## config.mk

```make
export PLATFORM = sky130hd
export DESIGN_NAME = pipe_stage_reg
export DESIGN_NICKNAME = d
export VERILOG_FILES = /design/src/rtl/pipe_stage_reg.sv
export SDC_FILE = /design/constraint.sdc
export NUM_CORES = 1
export LEC_CHECK = 0
export ABC_AREA = 1
export CAP_MARGIN = 20
export CELL_PAD_IN_SITES_DETAIL_PLACEMENT = 2
export CELL_PAD_IN_SITES_GLOBAL_PLACEMENT = 2
export CORE_ASPECT_RATIO = 0.6
export CORE_MARGIN = 5
export CORE_UTILIZATION = 36
export CTS_CLUSTER_SIZE = 28
export DETAILED_ROUTE_END_ITERATION = 7
export DONT_BUFFER_PORTS = 1
export PLACE_DENSITY_LB_ADDON = 0.2
export SYNTH_ARGS = -nofsm -noshare
export SYNTH_HDL_FRONTEND = slang
export SYNTH_SLANG_ARGS = --single-unit
```

## constraint.sdc

```tcl
create_clock -name clk -period 2.3 [get_ports clk]
set_input_delay 0.575 -clock clk [delete_from_list [all_inputs] [get_ports clk]]
set_output_delay 0.575 -clock clk [all_outputs]
set_load 0.05 [all_outputs]
```

## src/rtl/pipe_stage_reg.sv

```systemverilog
// pipe_stage_reg -- single pipeline stage register with valid/ready handshake.
//
// Holds one entry (payload + control) between two pipeline stages. Supports
// stall (freeze), flush (bubble insertion) and a saturating stall counter.
// Optional second "skid" slot, enabled by defining PIPE_STAGE_SKID_EN, breaks
// the combinational out_ready -> in_ready path.
//
// Ports:
//   clk, rst_n           clock (rising edge), asynchronous active-low reset
//   stall, flush         freeze stage / kill all held entries
//   in_valid/in_ready    upstream handshake, in_data/in_ctrl payload
//   out_valid/out_ready  downstream handshake, out_data/out_ctrl payload
//   occupancy            number of held entries (0..1, or 0..2 with skid)
//   stall_cnt            saturating count of stalled cycles
module pipe_stage_reg #(
    parameter int DATA_W = 16,
    parameter int CTRL_W = 8
) (
    input  logic              clk,
    input  logic              rst_n,
    input  logic              stall,
    input  logic              flush,
    input  logic              in_valid,
    output logic              in_ready,
    input  logic [DATA_W-1:0] in_data,
    input  logic [CTRL_W-1:0] in_ctrl,
    output logic              out_valid,
    input  logic              out_ready,
    output logic [DATA_W-1:0] out_data,
    output logic [CTRL_W-1:0] out_ctrl,
    output logic [1:0]        occupancy,
    output logic [15:0]       stall_cnt
);

    logic              r_main_valid;
    logic [DATA_W-1:0] r_main_data;
    logic [CTRL_W-1:0] r_main_ctrl;
    logic [15:0]       r_stall_cnt;

    logic w_in_ready;
    logic w_accept;
    logic w_issue;

`ifdef PIPE_STAGE_SKID_EN
    logic              r_skid_valid;
    logic [DATA_W-1:0] r_skid_data;
    logic [CTRL_W-1:0] r_skid_ctrl;

    // Ready depends only on local state: a free skid slot can always absorb
    // one entry even if downstream does not take the main entry this cycle.
    assign w_in_ready = rst_n & ~stall & ~flush & ~r_skid_valid;
    assign occupancy  = {1'b0, r_main_valid} + {1'b0, r_skid_valid};
`else
    assign w_in_ready = rst_n & ~stall & ~flush & (~r_main_valid | out_ready);
    assign occupancy  = {1'b0, r_main_valid};
`endif

    // Stall hides the held entry from downstream without disturbing it.
    assign out_valid = r_main_valid & ~stall;
    assign in_ready  = w_in_ready;
    assign w_accept  = in_valid & w_in_ready;
    // Flush wins over a downstream handshake: the entry is killed, not issued.
    assign w_issue   = out_valid & out_ready & ~flush;

    assign out_data  = r_main_data;
    // Control is masked while stalled so an invisible entry never shows
    // non-zero control; the register itself keeps its value.
    assign out_ctrl  = out_valid ? r_main_ctrl : {CTRL_W{1'b0}};
    assign stall_cnt = r_stall_cnt;

    // Main slot: the entry currently presented downstream.
    always_ff @(posedge clk or negedge rst_n) begin
        if (!rst_n) begin
            r_main_valid <= 1'b0;
            r_main_data  <= {DATA_W{1'b0}};
            r_main_ctrl  <= {CTRL_W{1'b0}};
        end else if (flush) begin
            r_main_valid <= 1'b0;
            r_main_ctrl  <= {CTRL_W{1'b0}};
        end else if (!stall) begin
`ifdef PIPE_STAGE_SKID_EN
            // An older entry in skid always has priority for the main slot;
            // accept is impossible then because in_ready is low.
            if (w_issue && r_skid_valid) begin
                r_main_valid <= 1'b1;
                r_main_data  <= r_skid_data;
                r_main_ctrl  <= r_skid_ctrl;
            end else if (w_accept && (!r_main_valid || w_issue)) begin
                r_main_valid <= 1'b1;
                r_main_data  <= in_data;
                r_main_ctrl  <= in_ctrl;
            end else if (w_issue) begin
                r_main_valid <= 1'b0;
                r_main_ctrl  <= {CTRL_W{1'b0}};
            end
`else
            if (w_accept) begin
                r_main_valid <= 1'b1;
                r_main_data  <= in_data;
                r_main_ctrl  <= in_ctrl;
            end else if (w_issue) begin
                r_main_valid <= 1'b0;
                r_main_ctrl  <= {CTRL_W{1'b0}};
            end
`endif
        end
    end

`ifdef PIPE_STAGE_SKID_EN
    // Skid slot: catches an entry accepted while main is occupied and stuck.
    always_ff @(posedge clk or negedge rst_n) begin
        if (!rst_n) begin
            r_skid_valid <= 1'b0;
            r_skid_data  <= {DATA_W{1'b0}};
            r_skid_ctrl  <= {CTRL_W{1'b0}};
        end else if (flush) begin
            r_skid_valid <= 1'b0;
            r_skid_ctrl  <= {CTRL_W{1'b0}};
        end else if (!stall) begin
            if (w_issue && r_skid_valid) begin
                r_skid_valid <= 1'b0;
                r_skid_ctrl  <= {CTRL_W{1'b0}};
            end else if (w_accept && r_main_valid && !w_issue) begin
                r_skid_valid <= 1'b1;
                r_skid_data  <= in_data;
                r_skid_ctrl  <= in_ctrl;
            end
        end
    end
`endif

    // Saturating stall counter; counts even while flushing.
    always_ff @(posedge clk or negedge rst_n) begin
        if (!rst_n) begin
            r_stall_cnt <= 16'h0000;
        end else if (stall && (r_stall_cnt != 16'hFFFF)) begin
            r_stall_cnt <= r_stall_cnt + 16'h0001;
        end
    end

endmodule

```

Word level (Yosys, flattened, before mapping) --
Index checks and enable logic that the tools add are counted. W data, S select, Z words.
Cells by class: mux-type cells 9, bitwise operators 11, multipliers 0, reduce and logical (&&, ||, !) cells 4, $add $sub $neg 1, order comparisons 0, divide/modulo/power cells 0, shift operators 0, equal/unequal tests 2
Operator list (number):
- $mux W8 | 5
- $add A16 B1 Y16 const B | 1
- $ne A16 B16 Y1 const B | 1
- $and A1 B1 Y1 | 7
- $mux W1 | 4
- $not A1 Y1 | 3
- $reduce_and A3 Y1 | 1
- $reduce_bool A3 Y1 | 1
- $ne A2 B1 Y1 const B | 1
- $reduce_and A2 Y1 | 1
- $logic_and A1 B1 Y1 | 1
- $or A1 B1 Y1 | 1
Storage, ports and cells: memory bits (read-only) 0, RAM bits 0, logic and storage cells 31, output and inout port bits 44, memories 0, bits in registers 41, bits of input ports 30, latch bits 0

Longest topological paths before layout --
word-level depth 8, depth in mapped cells 9

Worst setup path after synthesis --
No wires, ideal clock.
path kind input -> output, from input stall, to output out_ctrl[0], stages on the path 3, data required time 1.725 ns, setup slack 0.330 ns, data arrival time 1.395 ns, cells stage by stage inv_1 nand2_2 nor2_1
On the way: word-level cells in the longest chain between the ends 3
Ends and longest elaborated chain:
- start: declaration | RTL line 21 | input logic stall,
- $not A1 Y1 (no line)
- $and A1 B1 Y1 | RTL line 59 | assign out_valid = r_main_valid & ~stall;
- $mux W8 | RTL line 68 | assign out_ctrl = out_valid ? r_main_ctrl : {CTRL_W{1'b0}};
- end: declaration | RTL line 30 | output logic [CTRL_W-1:0] out_ctrl,
No other way between the ends.

Worst setup path in the final report --
from register r_main_valid, to output in_ready
On the way: word-level cells in the longest chain between the ends 3
Ends and longest elaborated chain:
- start: declaration | RTL line 35 | logic r_main_valid;
- start signal: assignment | RTL line 74 | r_main_valid <= 1'b0;
- start signal: assignment | RTL line 78 | r_main_valid <= 1'b0;
- start signal: assignment | RTL line 98 | r_main_valid <= 1'b1;
- $not A1 Y1 | RTL line 54 | assign w_in_ready = rst_n & ~stall & ~flush & (~r_main_valid | out_ready);
- $or A1 B1 Y1 | RTL line 54
- $and A1 B1 Y1 | RTL line 54
- end: declaration | RTL line 24 | output logic in_ready,
No other way between the ends.

==> run_summary.xml <==
<?xml version="1.0" encoding="UTF-8"?>
<metrics>
  <group name="sta">
    <metric name="slew_headroom" unit="%">66.1</metric>
    <metric name="finalSetupViolations" unit="">0</metric>
    <metric name="rsz_0062_raised_after_global_routing" unit="">false</metric>
    <metric name="period_needed" unit="ns">1.96</metric>
    <metric name="least_margin_pin_slew" unit="ns">0.508</metric>
    <metric name="finalClockSkew" unit="ns">0.00553</metric>
    <metric name="final.period_utilization" unit="%">85.1</metric>
    <metric name="final_report_hold_violation_count" unit="">0</metric>
    <metric name="maxClockFrequency" unit="MHz">511</metric>
    <metric name="final.setup.tns" unit="ns">0</metric>
    <metric name="timing.final.max_slew_violations" unit="">0</metric>
  </group>
  <group name="power">
    <metric name="switching_share" unit="%">39.7</metric>
    <metric name="combPwrFrac" unit="%">21.3</metric>
    <metric name="intPower" unit="mW">1.30</metric>
    <metric name="power.switching" unit="mW">0.856</metric>
    <metric name="power_density" unit="mW/mm^2">870</metric>
    <metric name="leakage" unit="nW">1.20</metric>
    <metric name="share_seq_of_total_power" unit="%">50.1</metric>
    <metric name="power.clock.fraction" unit="%">28.6</metric>
    <metric name="vdd_drop_max" unit="mV">0.542</metric>
  </group>
  <group name="critical_path">
    <metric name="path_common_cell" unit="">sky130_fd_sc_hd__buf_4</metric>
    <metric name="crit_path_buf_inv_count" unit="">2</metric>
    <metric name="critPathMaxStageDelay" unit="ns">0.40</metric>
    <metric name="critical_path_fanouts_max" unit="">9</metric>
    <metric name="start_kind" unit="">flip-flop</metric>
    <metric name="cp-end-kind" unit="">output pin</metric>
    <metric name="critPathArrivalTime" unit="ns">1.38</metric>
    <metric name="cp_top_family" unit="">buffers and inverters</metric>
    <metric name="cpMaxStageDelayCell" unit="">sky130_fd_sc_hd__dfrtp_1</metric>
    <metric name="critical_setup_path_class" unit="">reg2out</metric>
    <metric name="critPathRequiredTime" unit="ns">1.73</metric>
    <metric name="critical_path_cell_by_cell" unit="">buf_4, nand2_1, and2_1, buf_4</metric>
  </group>
  <group name="clock_tree">
    <metric name="cts_setup_buffers" unit="">0</metric>
    <metric name="cts.root.buffer_cell" unit="">sky130_fd_sc_hd__clkbuf_8</metric>
    <metric name="cts_tree" unit="">yes</metric>
    <metric name="cts_max_path_buffers" unit="">2</metric>
    <metric name="cts_made_buffers" unit="">5</metric>
    <metric name="numClockSinks" unit="">41</metric>
    <metric name="hold_buffers" unit="">1</metric>
    <metric name="worstSkewPairLatency" unit="ns">0.29</metric>
    <metric name="post_cts.resized_instances" unit="">0</metric>
    <metric name="htree_levels" unit="">2</metric>
    <metric name="clkTransAtPathRegs" unit="ns">0.08</metric>
  </group>
  <group name="route">
    <metric name="routed_vias" unit="">1839</metric>
    <metric name="route.antenna.remaining_nets" unit="">0</metric>
    <metric name="drtPass1Iterations" unit="">4</metric>
    <metric name="detailed_router_s_first_iteration_violation_count" unit="">73</metric>
    <metric name="wl_per_cell" unit="microns">17.0</metric>
    <metric name="detail_route.drc_violations" unit="">0</metric>
    <metric name="post_drt_via_cell_ratio" unit="">4.87</metric>
    <metric name="totalWireLength" unit="microns">6440</metric>
  </group>
  <group name="global_route">
    <metric name="gr-usage-all-layers" unit="%">18.1</metric>
    <metric name="grt_remaining_overflow" unit="">0</metric>
    <metric name="grt_start_max_net_pins" unit="">42</metric>
    <metric name="grt_use_met1" unit="%">22.9</metric>
    <metric name="global_route.usage.met2" unit="%">30.7</metric>
    <metric name="number_of_global_route_vias_before_repair" unit="">1968</metric>
    <metric name="groute.layer.met3.usage" unit="%">6.05</metric>
    <metric name="globalRoute.busiestLayer" unit="">met2</metric>
    <metric name="grt_antenna_before_repair" unit="">0</metric>
    <metric name="global_route_wire_length_before_repair" unit="microns">10100</metric>
  </group>
  <group name="floorplan">
    <metric name="initial_utilization" unit="%">37.1</metric>
    <metric name="ios" unit="">74</metric>
    <metric name="fp.dieH" unit="microns">68.8</metric>
    <metric name="full_die_area" unit="sq mm">0.00744</metric>
    <metric name="dieWidth" unit="microns">108</metric>
    <metric name="floorplan.core_area" unit="sq mm">0.00560</metric>
    <metric name="number_of_placement_rows" unit="">21</metric>
  </group>
  <group name="min_path">
    <metric name="hold_path_class" unit="">in2async</metric>
  </group>
  <group name="placement">
    <metric name="placement.io_buffers" unit="">0</metric>
    <metric name="hpwlAfterDp" unit="microns">4810</metric>
    <metric name="placement.cell_area" unit="sq mm">0.00233</metric>
    <metric name="finalWeightedCongestion" unit="">0.780</metric>
  </group>
  <group name="synthesis">
    <metric name="synth_fp_nets" unit="">301</metric>
    <metric name="synth_largest_type_area_fraction" unit="%">49.4</metric>
    <metric name="dominant_cell_by_count_in_the_synthesized_netlist" unit="">sky130_fd_sc_hd__nand2_1</metric>
    <metric name="synth_edf_count" unit="">0</metric>
    <metric name="seq_area_frac_synth" unit="%">49.4</metric>
    <metric name="syn_area_per_cell" unit="sq um">7.69</metric>
    <metric name="synth_area" unit="sq mm">0.00208</metric>
    <metric name="yosys_register_bits" unit="">41</metric>
    <metric name="most_common_library_cells_after_synthesis" unit="">sky130_fd_sc_hd__nand2_1, sky130_fd_sc_hd__dfrtp_1, sky130_fd_sc_hd__inv_1</metric>
    <metric name="postSynth.asyncResetShare" unit="%">100</metric>
    <metric name="synthesis.instances" unit="">270</metric>
    <metric name="synthDistinctLibCells" unit="">22</metric>
    <metric name="yosys.area.top_type" unit="">sky130_fd_sc_hd__dfrtp_1</metric>
    <metric name="synth-main-ff-cell" unit="">sky130_fd_sc_hd__dfrtp_1</metric>
    <metric name="synthTopCellsByArea" unit="">sky130_fd_sc_hd__dfrtp_1, sky130_fd_sc_hd__nand2_1, sky130_fd_sc_hd__inv_1</metric>
    <metric name="yosys_warnings" unit="">0</metric>
  </group>
  <group name="final_layout">
    <metric name="share_of_post_route_cells_with_drive_strength_above_1" unit="%">16.4</metric>
    <metric name="antenna-diode-count" unit="">0</metric>
    <metric name="finish.net_count" unit="">328</metric>
    <metric name="post-route-cell-area" unit="sq mm">0.00248</metric>
    <metric name="postLayoutCoreUtil" unit="%">44.3</metric>
    <metric name="area_growth" unit="%">19.3</metric>
    <metric name="nFillCells" unit="">660</metric>
  </group>
  <group name="run_status">
    <metric name="status" unit="">finished clean</metric>
  </group>
  <group name="flow_run">
    <metric name="max_cap_violations" unit="">0</metric>
  </group>
</metrics>
cell families after synthesis:
family                     after synthesis  share of synthesized area (%)
and+or+nand+nor                        142                           29.3
buffers and inverters                   49                           10.0
DFF                                     41                           49.4
AOI/OAI and AO/OA                       29                           7.53
xor gates and xnor gates                 7                           2.95
adders and majority gates                1                          0.602
other                                    1                          0.181
final timing paths:
| check | from | cells past startpoint | to | slack [ns] |
|---|---|---|---|---|
| min in group clk | in_data[8] | 2 | out_data[8] | 0.42 |
| worst min-delay path | rst_n | 1 | stall_cnt[13] | 0.12 |
| worst max register to register | stall_cnt[0] | 8 | stall_cnt[2] | 0.58 |
| worst min register to register | r_main_ctrl[7] | 2 | r_main_ctrl[7] | 0.54 |
| max in group asynchronous | rst_n | 1 | out_data[11] | 1.99 |
| worst max-delay path | r_main_valid | 4 | in_ready | 0.34 |
registers in the layout (all words and copies together), names as in the netlist:
| signal | flops |
|---|---|
| out_data | 16 |
| r_main_valid | 1 |
| stall_cnt | 16 |
| r_main_ctrl | 8 |
cell usage in the layout, fill, tap and decap left out:
cell	Yosys	routed
sky130_fd_sc_hd__nand2_1	85	85
sky130_fd_sc_hd__dfrtp_1	41	41
sky130_fd_sc_hd__inv_1	38	38
sky130_fd_sc_hd__buf_4	2	28
sky130_fd_sc_hd__o21ai_0	25	25
sky130_fd_sc_hd__nor2_1	23	23
sky130_fd_sc_hd__nand3_1	17	17
sky130_fd_sc_hd__nand4_1	7	7
sky130_fd_sc_hd__xnor2_1	7	7
sky130_fd_sc_hd__clkbuf_8	0	6
sky130_fd_sc_hd__nand2_2	4	4
sky130_fd_sc_hd__o21ai_1	3	3
sky130_fd_sc_hd__nor2_2	2	2
sky130_fd_sc_hd__nand3_2	2	2
sky130_fd_sc_hd__inv_2	2	2
sky130_fd_sc_hd__and2_1	1	1
sky130_fd_sc_hd__nor2_4	1	1
sky130_fd_sc_hd__o21ai_4	1	1
sky130_fd_sc_hd__ha_1	1	1
sky130_fd_sc_hd__conb_1	1	1
sky130_fd_sc_hd__bufinv_16	0	1
sky130_fd_sc_hd__clkinvlp_4	0	1
sky130_fd_sc_hd__buf_16	0	1
routing by layer:
layer	routed length (microns)	part of all wire (%)	vias to the layer above
met1	2930	46	898
met3	431	6.7	4
met5	0	0	-
met4	32	0.50	0
met2	3050	47	50
li1	-	-	887
power by group through the flow:
| stage | sequential (mW) | clock (mW) | combinational [mW] |
|---|---|---|---|
| floorplan | 1.23 | 0 | 0.172 |
| global placement | 1.10 | 0 | 0.424 |
| detailed placement | 1.10 | 0 | 0.444 |
| CTS | 1.08 | 0.635 | 0.466 |
| global route | 1.10 | 0.663 | 0.508 |
| finish | 1.08 | 0.617 | 0.458 |
worst register-to-register path, stage by stage, from the launching register on:
cell                      delay (ns)
sky130_fd_sc_hd__dfrtp_1        0.36
sky130_fd_sc_hd__ha_1           0.27
sky130_fd_sc_hd__nand3_2        0.17
sky130_fd_sc_hd__inv_2          0.10
sky130_fd_sc_hd__nand2_2        0.07
sky130_fd_sc_hd__o21ai_4        0.30
sky130_fd_sc_hd__buf_4          0.24
sky130_fd_sc_hd__nand2_1        0.06
sky130_fd_sc_hd__o21ai_0        0.07
stage by stage:
step	instances	power [mW]	hold WS, ns	setup slack [ns]
after floorplan	270	1.40	0.279	0.330
after global placement	369	1.52	0.281	0.509
after detailed placement	369	1.54	0.280	0.418
after CTS	378	2.19	0.115	0.321
after global routing	378	2.27	0.115	0.277
final	378	2.16	0.117	0.342
cell type report:
type                    instances  area (sq um)  area share, %
inverters                      40           150           6.06
well taps                      80           100           4.04
flip-flops and latches         41          1030           41.4
multi-input cells             180           843           34.0
repair buffers                 29           238           9.60
clock buffers                   6          82.6           3.33
clock inverters                 2          37.5           1.52
No activity file was read; power rests on OpenSTA's default activity.
